==> src/rtl/lcd_arb_pkg.sv <==
// Shared types and constants for the LCD character-write arbiter.
package lcd_arb_pkg;

  typedef enum logic [2:0] {
    IDLE,
    ISSUE,
    WAIT_BUSY,
    WAIT_DONE,
    ACK,
    GAP
  } arb_state_e;

  // Cycles of uninterrupted lcd_ready after a write that count as a silent accept
  localparam int ACCEPT_WIN     = 4;
  localparam int LCD_LINE2_BASE = 16;
  localparam int LCD_COLS       = 16;

endpackage

==> src/rtl/lcd_rr_pick.sv <==
// Combinational round-robin selector: first asserted request scanning upward
// from last+1 with wrap. Reusable for any shared-resource arbiter.
module lcd_rr_pick #(
  parameter int NUM_REQ = 4,
  parameter int ID_W    = $clog2(NUM_REQ)
) (
  input  logic [NUM_REQ-1:0] req,
  input  logic [ID_W-1:0]    last,
  output logic               valid,
  output logic [ID_W-1:0]    idx
);

  always_comb begin
    int j;
    valid = 1'b0;
    idx   = '0;
    j     = 0;
    // Walk from the farthest offset down so the nearest requester wins
    for (int k = NUM_REQ; k >= 1; k--) begin
      j = int'(last) + k;
      if (j >= NUM_REQ) j = j - NUM_REQ;
      if (req[j]) begin
        valid = 1'b1;
        idx   = ID_W'(j);
      end
    end
  end

endmodule

==> src/rtl/lcd_write_arbiter.sv <==
// Round-robin arbiter sharing the lcd_controller character-write port.
// Optional handshake watchdog enabled by defining LCD_ARB_TIMEOUT_EN.
module lcd_write_arbiter
  import lcd_arb_pkg::*;
#(
  parameter int NUM_REQ        = 4,
  parameter int GAP_CYCLES     = 50000,
  parameter int TIMEOUT_CYCLES = 5000000,
  parameter int ID_W           = $clog2(NUM_REQ)
) (
  input  logic                 clk,
  input  logic                 rst_n,
  input  logic [NUM_REQ-1:0]   req,
  input  logic [8*NUM_REQ-1:0] req_char,
  input  logic [5*NUM_REQ-1:0] req_pos,
  output logic [NUM_REQ-1:0]   ack,
  output logic                 busy,
  output logic [ID_W-1:0]      grant_id,
  output logic [7:0]           lcd_char_data,
  output logic [4:0]           lcd_cursor_pos,
  output logic                 lcd_write_enable,
  input  logic                 lcd_ready,
  output logic                 err_timeout
);

  localparam int GAP_W = (GAP_CYCLES > 0) ? $clog2(GAP_CYCLES + 1) : 1;
  localparam logic [GAP_W-1:0] GAP_LOAD = (GAP_CYCLES > 0) ? GAP_W'(GAP_CYCLES - 1) : '0;
  localparam int ACC_W = $clog2(ACCEPT_WIN);

  if (NUM_REQ < 2 || NUM_REQ > 8 || GAP_CYCLES < 0 || TIMEOUT_CYCLES < 0) begin : g_bad_cfg
    $error("lcd_write_arbiter: parameter out of range");
  end

  arb_state_e       r_state, w_state_nxt;
  logic [ID_W-1:0]  r_last, r_grant;
  logic [7:0]       r_char;
  logic [4:0]       r_pos;
  logic [GAP_W-1:0] r_gap;
  logic [ACC_W-1:0] r_acc;
  logic             w_pick_valid;
  logic [ID_W-1:0]  w_pick_idx;
  logic [7:0]       w_pick_char;
  logic [4:0]       w_pick_pos;
  logic             w_grant;
  logic             w_waiting;
  logic             w_timeout;

  lcd_rr_pick #(.NUM_REQ(NUM_REQ), .ID_W(ID_W)) u_pick (
    .req   (req),
    .last  (r_last),
    .valid (w_pick_valid),
    .idx   (w_pick_idx)
  );

  always_comb begin
    w_pick_char = '0;
    w_pick_pos  = '0;
    for (int i = 0; i < NUM_REQ; i++) begin
      if (ID_W'(i) == w_pick_idx) begin
        w_pick_char = req_char[8*i +: 8];
        w_pick_pos  = req_pos[5*i +: 5];
      end
    end
  end

  assign w_grant   = (r_state == IDLE) && lcd_ready && w_pick_valid;
  assign w_waiting = (r_state == WAIT_BUSY) || (r_state == WAIT_DONE);

  always_comb begin
    w_state_nxt = r_state;
    unique case (r_state)
      IDLE:      if (w_grant) w_state_nxt = ISSUE;
      ISSUE:     w_state_nxt = WAIT_BUSY;
      WAIT_BUSY: begin
        if (w_timeout)       w_state_nxt = ACK;
        else if (!lcd_ready) w_state_nxt = WAIT_DONE;
        else if (r_acc == '0) w_state_nxt = ACK;
      end
      WAIT_DONE: if (lcd_ready || w_timeout) w_state_nxt = ACK;
      ACK:       w_state_nxt = (GAP_CYCLES == 0) ? IDLE : GAP;
      GAP:       if (r_gap == '0) w_state_nxt = IDLE;
      default:   w_state_nxt = IDLE;
    endcase
  end

  always_ff @(posedge clk or negedge rst_n) begin
    if (!rst_n) begin
      r_state <= IDLE;
      r_last  <= ID_W'(NUM_REQ - 1);
      r_grant <= '0;
      r_char  <= '0;
      r_pos   <= '0;
      r_gap   <= '0;
      r_acc   <= '0;
    end else begin
      r_state <= w_state_nxt;
      if (w_grant) begin
        r_last  <= w_pick_idx;
        r_grant <= w_pick_idx;
        r_char  <= w_pick_char;
        r_pos   <= w_pick_pos;
      end
      if (r_state == ISSUE) r_acc <= ACC_W'(ACCEPT_WIN - 1);
      else if (r_state == WAIT_BUSY && r_acc != '0) r_acc <= r_acc - 1'b1;
      if (r_state == ACK) r_gap <= GAP_LOAD;
      else if (r_state == GAP && r_gap != '0) r_gap <= r_gap - 1'b1;
    end
  end

`ifdef LCD_ARB_TIMEOUT_EN
  localparam int WD_W = $clog2(TIMEOUT_CYCLES + 1);
  logic [WD_W-1:0] r_wd;
  logic            r_err;

  // Loaded with the limit on ISSUE; the last allowed waiting cycle sees 1
  assign w_timeout   = w_waiting && (r_wd <= WD_W'(1));
  assign err_timeout = r_err;

  always_ff @(posedge clk or negedge rst_n) begin
    if (!rst_n) begin
      r_wd  <= '0;
      r_err <= 1'b0;
    end else begin
      if (r_state == ISSUE) r_wd <= WD_W'(TIMEOUT_CYCLES);
      else if (w_waiting && r_wd != '0) r_wd <= r_wd - 1'b1;
      if (w_timeout) r_err <= 1'b1;
    end
  end
`else
  assign w_timeout   = 1'b0;
  assign err_timeout = 1'b0;
`endif

  assign ack              = (r_state == ACK) ? (NUM_REQ'(1) << r_grant) : '0;
  assign busy             = (r_state != IDLE);
  assign grant_id         = r_grant;
  assign lcd_char_data    = r_char;
  assign lcd_cursor_pos   = r_pos;
  assign lcd_write_enable = (r_state == ISSUE);

endmodule
==> config.mk <==
export PLATFORM = sky130hd
export DESIGN_NAME = lcd_write_arbiter
export DESIGN_NICKNAME = d
export VERILOG_FILES = /design/src/rtl/lcd_arb_pkg.sv /design/src/rtl/lcd_rr_pick.sv /design/src/rtl/lcd_write_arbiter.sv
export SDC_FILE = /design/constraint.sdc
export NUM_CORES = 1
export LEC_CHECK = 0
export ABC_AREA = 1
export ABC_CLOCK_PERIOD_IN_PS = 5600
export BUFFER_PORTS_ARGS = -buffer_cell sky130_fd_sc_hd__buf_2
export CAP_MARGIN = 10
export CORE_MARGIN = 2
export CORE_UTILIZATION = 38
export CTS_CLUSTER_SIZE = 40
export DETAILED_ROUTE_END_ITERATION = 16
export GPL_TIMING_DRIVEN = 0
export PLACE_DENSITY = 0.73
export SETUP_SLACK_MARGIN = 0.15
export SLEW_MARGIN = 20
export SYNTH_ARGS = -nofsm -noshare
export SYNTH_HDL_FRONTEND = slang
export SYNTH_SLANG_ARGS = --single-unit
export TNS_END_PERCENT = 50
==> constraint.sdc <==
create_clock -name clk -period 5.6 [get_ports clk]
set_clock_uncertainty 0.2 [all_clocks]
set_input_delay 1.12 -clock clk [delete_from_list [all_inputs] [get_ports clk]]
set_output_delay 1.12 -clock clk [all_outputs]
set_load 0.02 [all_outputs]
==> results.sh, run 1 <==
export IMPL_status="completed"
export IMPL_clk_latency_ns=0.30
export IMPL_coreArea_mm2=0.00683
export IMPL_hold_class="reg2reg"
export IMPL_leakagePower_uw=0.00180
export IMPL_gr_total_overflow=0
export IMPL_finalSetupTns_ns=0
export IMPL_max_freq_ghz=0.321
export IMPL_synth_edf_count=0
export IMPL_ys_seq_area_share_pct=35.5
export IMPL_yosys_warnings=0
export IMPL_cts_setup_buffers=0
export IMPL_synth_top_cells_by_count="111 x nand2_1, 49 x inv_1, 36 x dfrtp_1, 34 x nand3_1, 31 x nor2_1"
export IMPL_cts_resized=0
export IMPL_synth_net_count=445
export IMPL_powerDensity_mw_per_mm2=613
export IMPL_root_buffer="clkbuf_8"
export IMPL_grt_pass1_wl_um=10700
export IMPL_holdBufCountCts=0
export IMPL_gr_usage_met3_pct=2.73
export IMPL_worstMarginPinSlew_ns=0.841
export IMPL_worstSetupStartpointType="flip-flop"
export IMPL_fin_crit_sh_pct=55.7
export IMPL_grt_use_met2_pct=30.0
export IMPL_grt_max_degree=39
export IMPL_wl_per_cell_um=11.4
export IMPL_area_delta_synth_final_pct=23.4
export IMPL_cts_tree="yes"
export IMPL_clkTransAtPathRegs_ns=0.08
export IMPL_worstReg2RegStart="r_last[0]$_DFFE_PN1P_"
export IMPL_synth_cells=383
export IMPL_grt_usage_pct=17.4
export IMPL_drc=0
export IMPL_cts_made_buffers=5
export IMPL_antenna_cells=0
export IMPL_die_h_um=88.1
export IMPL_start_util_pct=39.3
export IMPL_antenna_found_initial=0
export IMPL_grt_pass1_vias=2401
export IMPL_cap_violations=0
export IMPL_yosys_area_top_type="dfrtp_1"
export IMPL_drt_iter0_drc=84
export IMPL_synth_most_common_cell="nand2_1"
export IMPL_worstSetupPathType="reg2out"
export IMPL_fin_nets=531
export IMPL_fin_crit_ns=3.12
export IMPL_syn_avg_cell_area_um2=7.01
export IMPL_place_ws_ns=2.79
export IMPL_ys_top_cells_by_area="dfrtp_1 34%, nand2_1 16%, inv_1 6.8%"
export IMPL_wl_um=6450
export IMPL_synth_seq_cells=38
export IMPL_ir_drop_uv=275
export IMPL_slew_violations=0
export IMPL_dr_pass1_iters=4
export IMPL_fin_ws_ns=2.48
export IMPL_vias_per_cell=4.80
export IMPL_holdCritStartpoint="lcd_cursor_pos[0]$_DFFE_PN0P_"
export IMPL_fill_cells=714
export IMPL_cp_required_ns=4.28
export IMPL_fp_row_count=30
export IMPL_synth_async_reset_ratio_pct=100
export IMPL_slew_headroom_pct=43.9
export IMPL_ant_nets=0
export IMPL_cp_end_kind="output pin"
export IMPL_portBuffers=79
export IMPL_grt_busiest_layer="met2"
export IMPL_rsz0062_at_grt="false"
export IMPL_vias=2718
export IMPL_gr_usage_met1_pct=22.9
export IMPL_finalWeightedCongestion=0.884
export IMPL_hpwl_um=5090
export IMPL_drive_gt1_share_pct=27.7
export IMPL_die_area_mm2=0.00776
export IMPL_syn_area_mm2=0.00269
export IMPL_htreeDepth=2
export IMPL_cts_sinks=38
export IMPL_ys_flop_type="dfrtp_1"
export IMPL_ios=81
export IMPL_setup_viol=0
export IMPL_synth_top_area_share_pct=33.5
export IMPL_cp_startpoint="r_state[0]$_DFFE_PN0P_"
export IMPL_synthDistinctLibCells=39
export IMPL_clockBufferDepth=2
export IMPL_cp_max_fo=10
export IMPL_hold_viol=0
export IMPL_crit_arrival_ns=1.80
export IMPL_die_x_um=88.1
==> critical path, cell delays in order, from the launching register on <==
cell      delay [ns]
dfrtp_1         0.44
nor2_1          0.13
inv_1           0.08
nor2_1          0.13
inv_1           0.09
clkbuf_1        0.24
nor3_1          0.20
buf_2           0.19
==> layer usage <==
metal | share of wire, % | up-vias
met1 | 48 | 1266
met5 | 0 | -
met4 | 1.2 | 0
met2 | 48 | 56
met3 | 3.5 | 7
li1 | - | 1389
==> report_power, final <==
group	switching, uW	internal, uW
sequential	88.9	395
clock	106	133
combinational	854	457
==> layout by cell type, fill, tap and decap left out, drive strengths merged <==
master and instances:
o211ai 2, buf 86, xor2 3, o22ai 1
a31oi 1, ha 3, xnor2 2, and3b 1
a21oi 8, nor4 2, nand3b 3, nand3 35
or2 4, conb 1, dfstp 2, a21boi 1
nand4 4, dfrtp 36, nand2 129, nor2 33
nor3 8, clkbuf 8, bufinv 1, inv 52
o21ai 41, o31ai 1, clkinvlp 2
==> through the flow <==
| stage | cell area (um^2) | power, uW | hold slack (ns) | std cells | util [%] |
|---|---|---|---|---|---|
| floorplan | 2690 | 1490 | 0.246 | 383 | - |
| CTS | 3320 | 2050 | 0.283 | 566 | 48.5 |
| detailed placement | 3200 | 1810 | 0.263 | 558 | 46.9 |
| global route | 3320 | 2220 | 0.303 | 566 | 48.5 |
| global placement | 3200 | 1780 | 0.260 | 558 | 46.9 |
| finish | 3320 | 2030 | 0.283 | 566 | 48.5 |
==> area by class of cell <==
cell class / instances / area, um^2 / share of cell area, %
clock buffers: 5 / 68.8 / 2.08
plain buffers: 10 / 70.1 / 2.11
inverters: 52 / 203 / 6.11
multi-input cells: 283 / 1460 / 44.0
clock inverters: 3 / 45.0 / 1.36
repair buffers: 79 / 395 / 11.9
flip-flops and latches: 38 / 953 / 28.8
well taps: 96 / 120 / 3.62
==> worst paths after layout <==
path,endpoint,slack (ns),depth (start not counted)
hold / removal,lcd_cursor_pos[0]$_DFFE_PN0P_,0.28,2
setup / recovery,ack[1],2.48,7
hold reg to reg,lcd_cursor_pos[0]$_DFFE_PN0P_,0.28,2
min in group asynchronous,r_acc[0]$_DFFE_PN0P_,0.72,1
max in group asynchronous,r_gap[7]$_DFFE_PN0P_,3.95,1
setup reg to reg,r_state[0]$_DFFE_PN0P_,3.40,13
==> sequential cells by signal, indices dropped and copies added (netlist names) <==
register,cells
r_gap,16
r_state,3
lcd_cursor_pos,5
r_acc,2
r_last,2
lcd_char_data,8
grant_id,2
==> kinds of logic after synthesis <==
logic type	Yosys count	share of synthesized area, %
buffers and inverters	62	10.2
xor gates and xnor gates	5	1.63
other	1	0.140
adders and majority gates	3	1.40
DFF	38	35.5
AOI/OAI and AO/OA	55	12.2
and+or+nand+nor	219	39.0
Note: power is estimated with default switching activity, not from simulation.
==> run 2, diff against run 1 <==
--- a/config.mk
+++ b/config.mk
@@ -5,8 +5,8 @@
 export SDC_FILE = /design/constraint.sdc
 export NUM_CORES = 1
 export LEC_CHECK = 0
-export ABC_AREA = 1
-export ABC_CLOCK_PERIOD_IN_PS = 5600
+export ABC_AREA = 0
+export ABC_CLOCK_PERIOD_IN_PS = 3100
 export BUFFER_PORTS_ARGS = -buffer_cell sky130_fd_sc_hd__buf_2
 export CAP_MARGIN = 10
 export CORE_MARGIN = 2
@@ -14,7 +14,7 @@
 export CTS_CLUSTER_SIZE = 40
 export DETAILED_ROUTE_END_ITERATION = 16
 export GPL_TIMING_DRIVEN = 0
-export PLACE_DENSITY = 0.73
+export PLACE_DENSITY = 0.74
 export SETUP_SLACK_MARGIN = 0.15
 export SLEW_MARGIN = 20
 export SYNTH_ARGS = -nofsm -noshare
==> constraint.sdc (replaced) <==
create_clock -name clk -period 3.1 [get_ports clk]
set_clock_uncertainty 0.2 [all_clocks]
set_input_delay 0.62 -clock clk [delete_from_list [all_inputs] [get_ports clk]]
set_output_delay 0.62 -clock clk [all_outputs]
set_load 0.02 [all_outputs]
==> run 2 against run 1 <==
Net effect:
- combinational power fell by 7%
- global-route usage rose by 0.77 points
- clock-buffer cell count rose by 1
- clock power rose by 120%
- setup slack got worse by 2.2 ns
- via count fell by 14%
- critical path depth did not move
- sequential power rose by 86%
- register-to-register slack got worse by 2.9 ns
- sequential share of layout area rose by 2.2 points
==> results.sh, run 2 <==
export IMPL_status="completed"
export IMPL_ys_flop_type="dfrtp_1"
export IMPL_vias_per_cell=5.55
export IMPL_ys_top_cells_by_area="dfrtp_1 37%, mux2i_1 6.6%, mux2_2 6.0%"
export IMPL_fin_crit_ns=2.79
export IMPL_cts_made_buffers=5
export IMPL_reg2reg_setup_slack_ns=0.54
export IMPL_clockBufferDepth=2
export IMPL_slew_violations=0
export IMPL_max_freq_ghz=0.358
export IMPL_dr_pass1_iters=4
export IMPL_drive_gt1_share_pct=35.0
export IMPL_cap_violations=0
export IMPL_powerDensity_mw_per_mm2=861
export IMPL_final_util_pct=49.0
export IMPL_synth_top_area_share_pct=37.1
export IMPL_rsz0062_at_grt="false"
export IMPL_synth_cells=256
export IMPL_grt_pass1_wl_um=10400
export IMPL_r2r_cells=6
export IMPL_setup_viol=0
export IMPL_coreArea_mm2=0.00628
export IMPL_layout_common_cells="79 x buf_2, 36 x dfrtp_1, 26 x nand3_1"
export IMPL_p_total_uw=2650
export IMPL_wl_um=6240
export IMPL_vias=2329
export IMPL_synth_async_reset_ratio_pct=100
export IMPL_cts_tree="yes"
export IMPL_fp_row_count=29
export IMPL_synthDistinctLibCells=52
export IMPL_die_x_um=84.0
export IMPL_leakagePower_uw=0.00140
export IMPL_drc=0
export IMPL_grt_usage_pct=18.2
export IMPL_antenna_found_initial=0
export IMPL_ys_seq_area_share_pct=39.2
export IMPL_wl_per_cell_um=14.9
export IMPL_synth_top_cells_by_count="36 x dfrtp_1, 26 x nand3_1, 25 x nor2_1, 18 x nand2_1, 16 x mux2i_1"
export IMPL_area_delta_synth_final_pct=26.6
export IMPL_grt_max_degree=39
export IMPL_grt_pass1_vias=2280
export IMPL_hold_class="in2async"
export IMPL_synthMuxAreaShare_pct=12.6
export IMPL_synth_net_count=318
export IMPL_synth_seq_cells=38
export IMPL_r2r_end="lcd_char_data[5]$_DFFE_PN0P_"
export IMPL_critPathSlowestCell="dfrtp_1"
export IMPL_cp_slowest_stage_delay_ns=0.42
export IMPL_start_util_pct=38.7
export IMPL_cp_required_ns=2.28
export IMPL_hpwl_um=4630
export IMPL_ant_nets=0
export IMPL_die_area_mm2=0.00705
export IMPL_hold_viol=0
export IMPL_synth_edf_count=0
export IMPL_synth_compound_area_share_pct=14.0
export IMPL_final_common_cell="buf_2"
export IMPL_syn_avg_cell_area_um2=9.49
export IMPL_finalSetupTns_ns=0
export IMPL_timing_critical_path_to="ack[2]"
export IMPL_path_cells="buf_6, or2b_2, nor2_4, buf_4, nand2_1, nor2_1, buf_2"
export IMPL_synth_adder_area_share_pct=1.54
export IMPL_yosys_warnings=0
export IMPL_synth_most_common_cell="dfrtp_1"
export IMPL_fill_cells=586
export IMPL_clk_latency_ns=0.30
export IMPL_portBuffers=79
export IMPL_worstReg2RegStart="r_last[1]$_DFFE_PN1P_"
export IMPL_gr_total_overflow=0
export IMPL_cp_max_fo=10
export IMPL_worstMarginPinSlew_ns=0.830
export IMPL_worstSetupStartpointType="flip-flop"
export IMPL_drt_iter0_drc=146
export IMPL_root_buffer="clkbuf_8"
export IMPL_ios=81
export IMPL_top_register="r_gap"
export IMPL_clkTransAtPathRegs_ns=0.07
export IMPL_yosys_area_top_type="dfrtp_1"
export IMPL_ir_drop_uv=436
export IMPL_crit_arrival_ns=1.97
export IMPL_cp_startpoint="r_state[1]$_DFFE_PN0P_"
export IMPL_finalWeightedCongestion=0.776
export IMPL_cts_sinks=38
export IMPL_slew_headroom_pct=44.6
export IMPL_die_h_um=84.0
export IMPL_largest_register_ffs=16
export IMPL_synth_top_family_by_area="simple AND/OR/NAND/NOR gates"
export IMPL_antenna_cells=0
export IMPL_synth_simple_area_share_pct=24.1
export IMPL_fin_crit_sh_pct=90.1
export IMPL_hold_ws_ns=0.214
export IMPL_syn_area_mm2=0.00243
export IMPL_holdBufCountCts=0
export IMPL_cp_end_kind="output pin"
export IMPL_worstSetupPathType="reg2out"
export IMPL_fin_nets=404
export IMPL_synth_xor_area_share_pct=3.24
export IMPL_htreeDepth=2
==> run 2: changes by cell type in the layout (fill, tap and decap cells not counted), moves of 9 or more <==
cell     before  now
a221o_1       0   13
inv_1        49    9
mux2_2        0   13
mux2i_1       0   16
nand2_1     111   18
nand2_4       9    0
o21ai_0      24    3
o21ai_1      14    1
==> run 2: metrics by stage <==
stage	std cells	cell area (um^2)	worst slack, ns
floorplan	256	2430	0.614
global placement	412	2920	0.226
detailed placement	412	2920	0.257
CTS	420	3070	0.180
global route	420	3080	0.207
finish	420	3080	0.308
==> run 2: layout make-up <==
type	count	area [um^2]	share of cell area (%)
Buffer	15	93.8	3.05
Clock buffer	6	82.6	2.69
Clock inverter	2	60.1	1.95
Inverter	9	33.8	1.10
Multi-Input combinational cell	194	1360	44.2
Sequential cell	38	953	31.0
Tap cell	77	96.3	3.13
Timing Repair Buffer	79	395	12.9
==> run 2: repair_timing <==
item                       CTS  global route
cloned                       0             0
setup endpoints to repair    1             1
resized for setup            2             4
buffers inserted             0             0
==> run 2: worst min-delay path by stage <==
stage,depth (start not counted),endpoint,slack [ns]
after floorplan,0,grant_id[0]$_DFFE_PN0P_,0.12
after detailed placement,1,lcd_char_data[3]$_DFFE_PN0P_,0.29
after global routing,1,r_gap[13]$_DFFE_PN0P_,0.29
after global placement,1,lcd_char_data[2]$_DFFE_PN0P_,0.29
final,1,r_gap[13]$_DFFE_PN0P_,0.21
after CTS,1,r_gap[13]$_DFFE_PN0P_,0.25
==> run 2: routing by layer <==
layer | vias up | GRT usage [%] | share of wire, %
li1 | 1110 | - | -
met1 | 1121 | 22.1 | 44
met2 | 89 | 32.1 | 49
met3 | 9 | 4.25 | 6.2
met4 | 0 | 4.99 | 1.6
met5 | - | 0 | 0
==> run 2: report_power, final <==
group | total, uW | leakage [uW] | switching, uW | internal (uW)
Sequential | 899 | 0.000449 | 192 | 706
Clock | 528 | 0.0000714 | 185 | 343
Combinational | 1220 | 0.000885 | 692 | 529
Total | 2650 | 0.00140 | 1070 | 1580
==> run 2: logic make-up after synthesis <==
kind of cell               after synthesis
AOI/OAI and AO/OA                       43
muxes                                   29
xor gates and xnor gates                 9
DFF                                     38
adders and majority gates                3
buffers and inverters                   24
and+or+nand+nor                        109
other                                    1
==> run 2: worst max-delay path, delay by kind of cell (launching register included) <==
kind	cells	cell delay [ns]
buffers and inverters	3	0.54
DFF	1	0.42
and+or+nand+nor	4	0.70
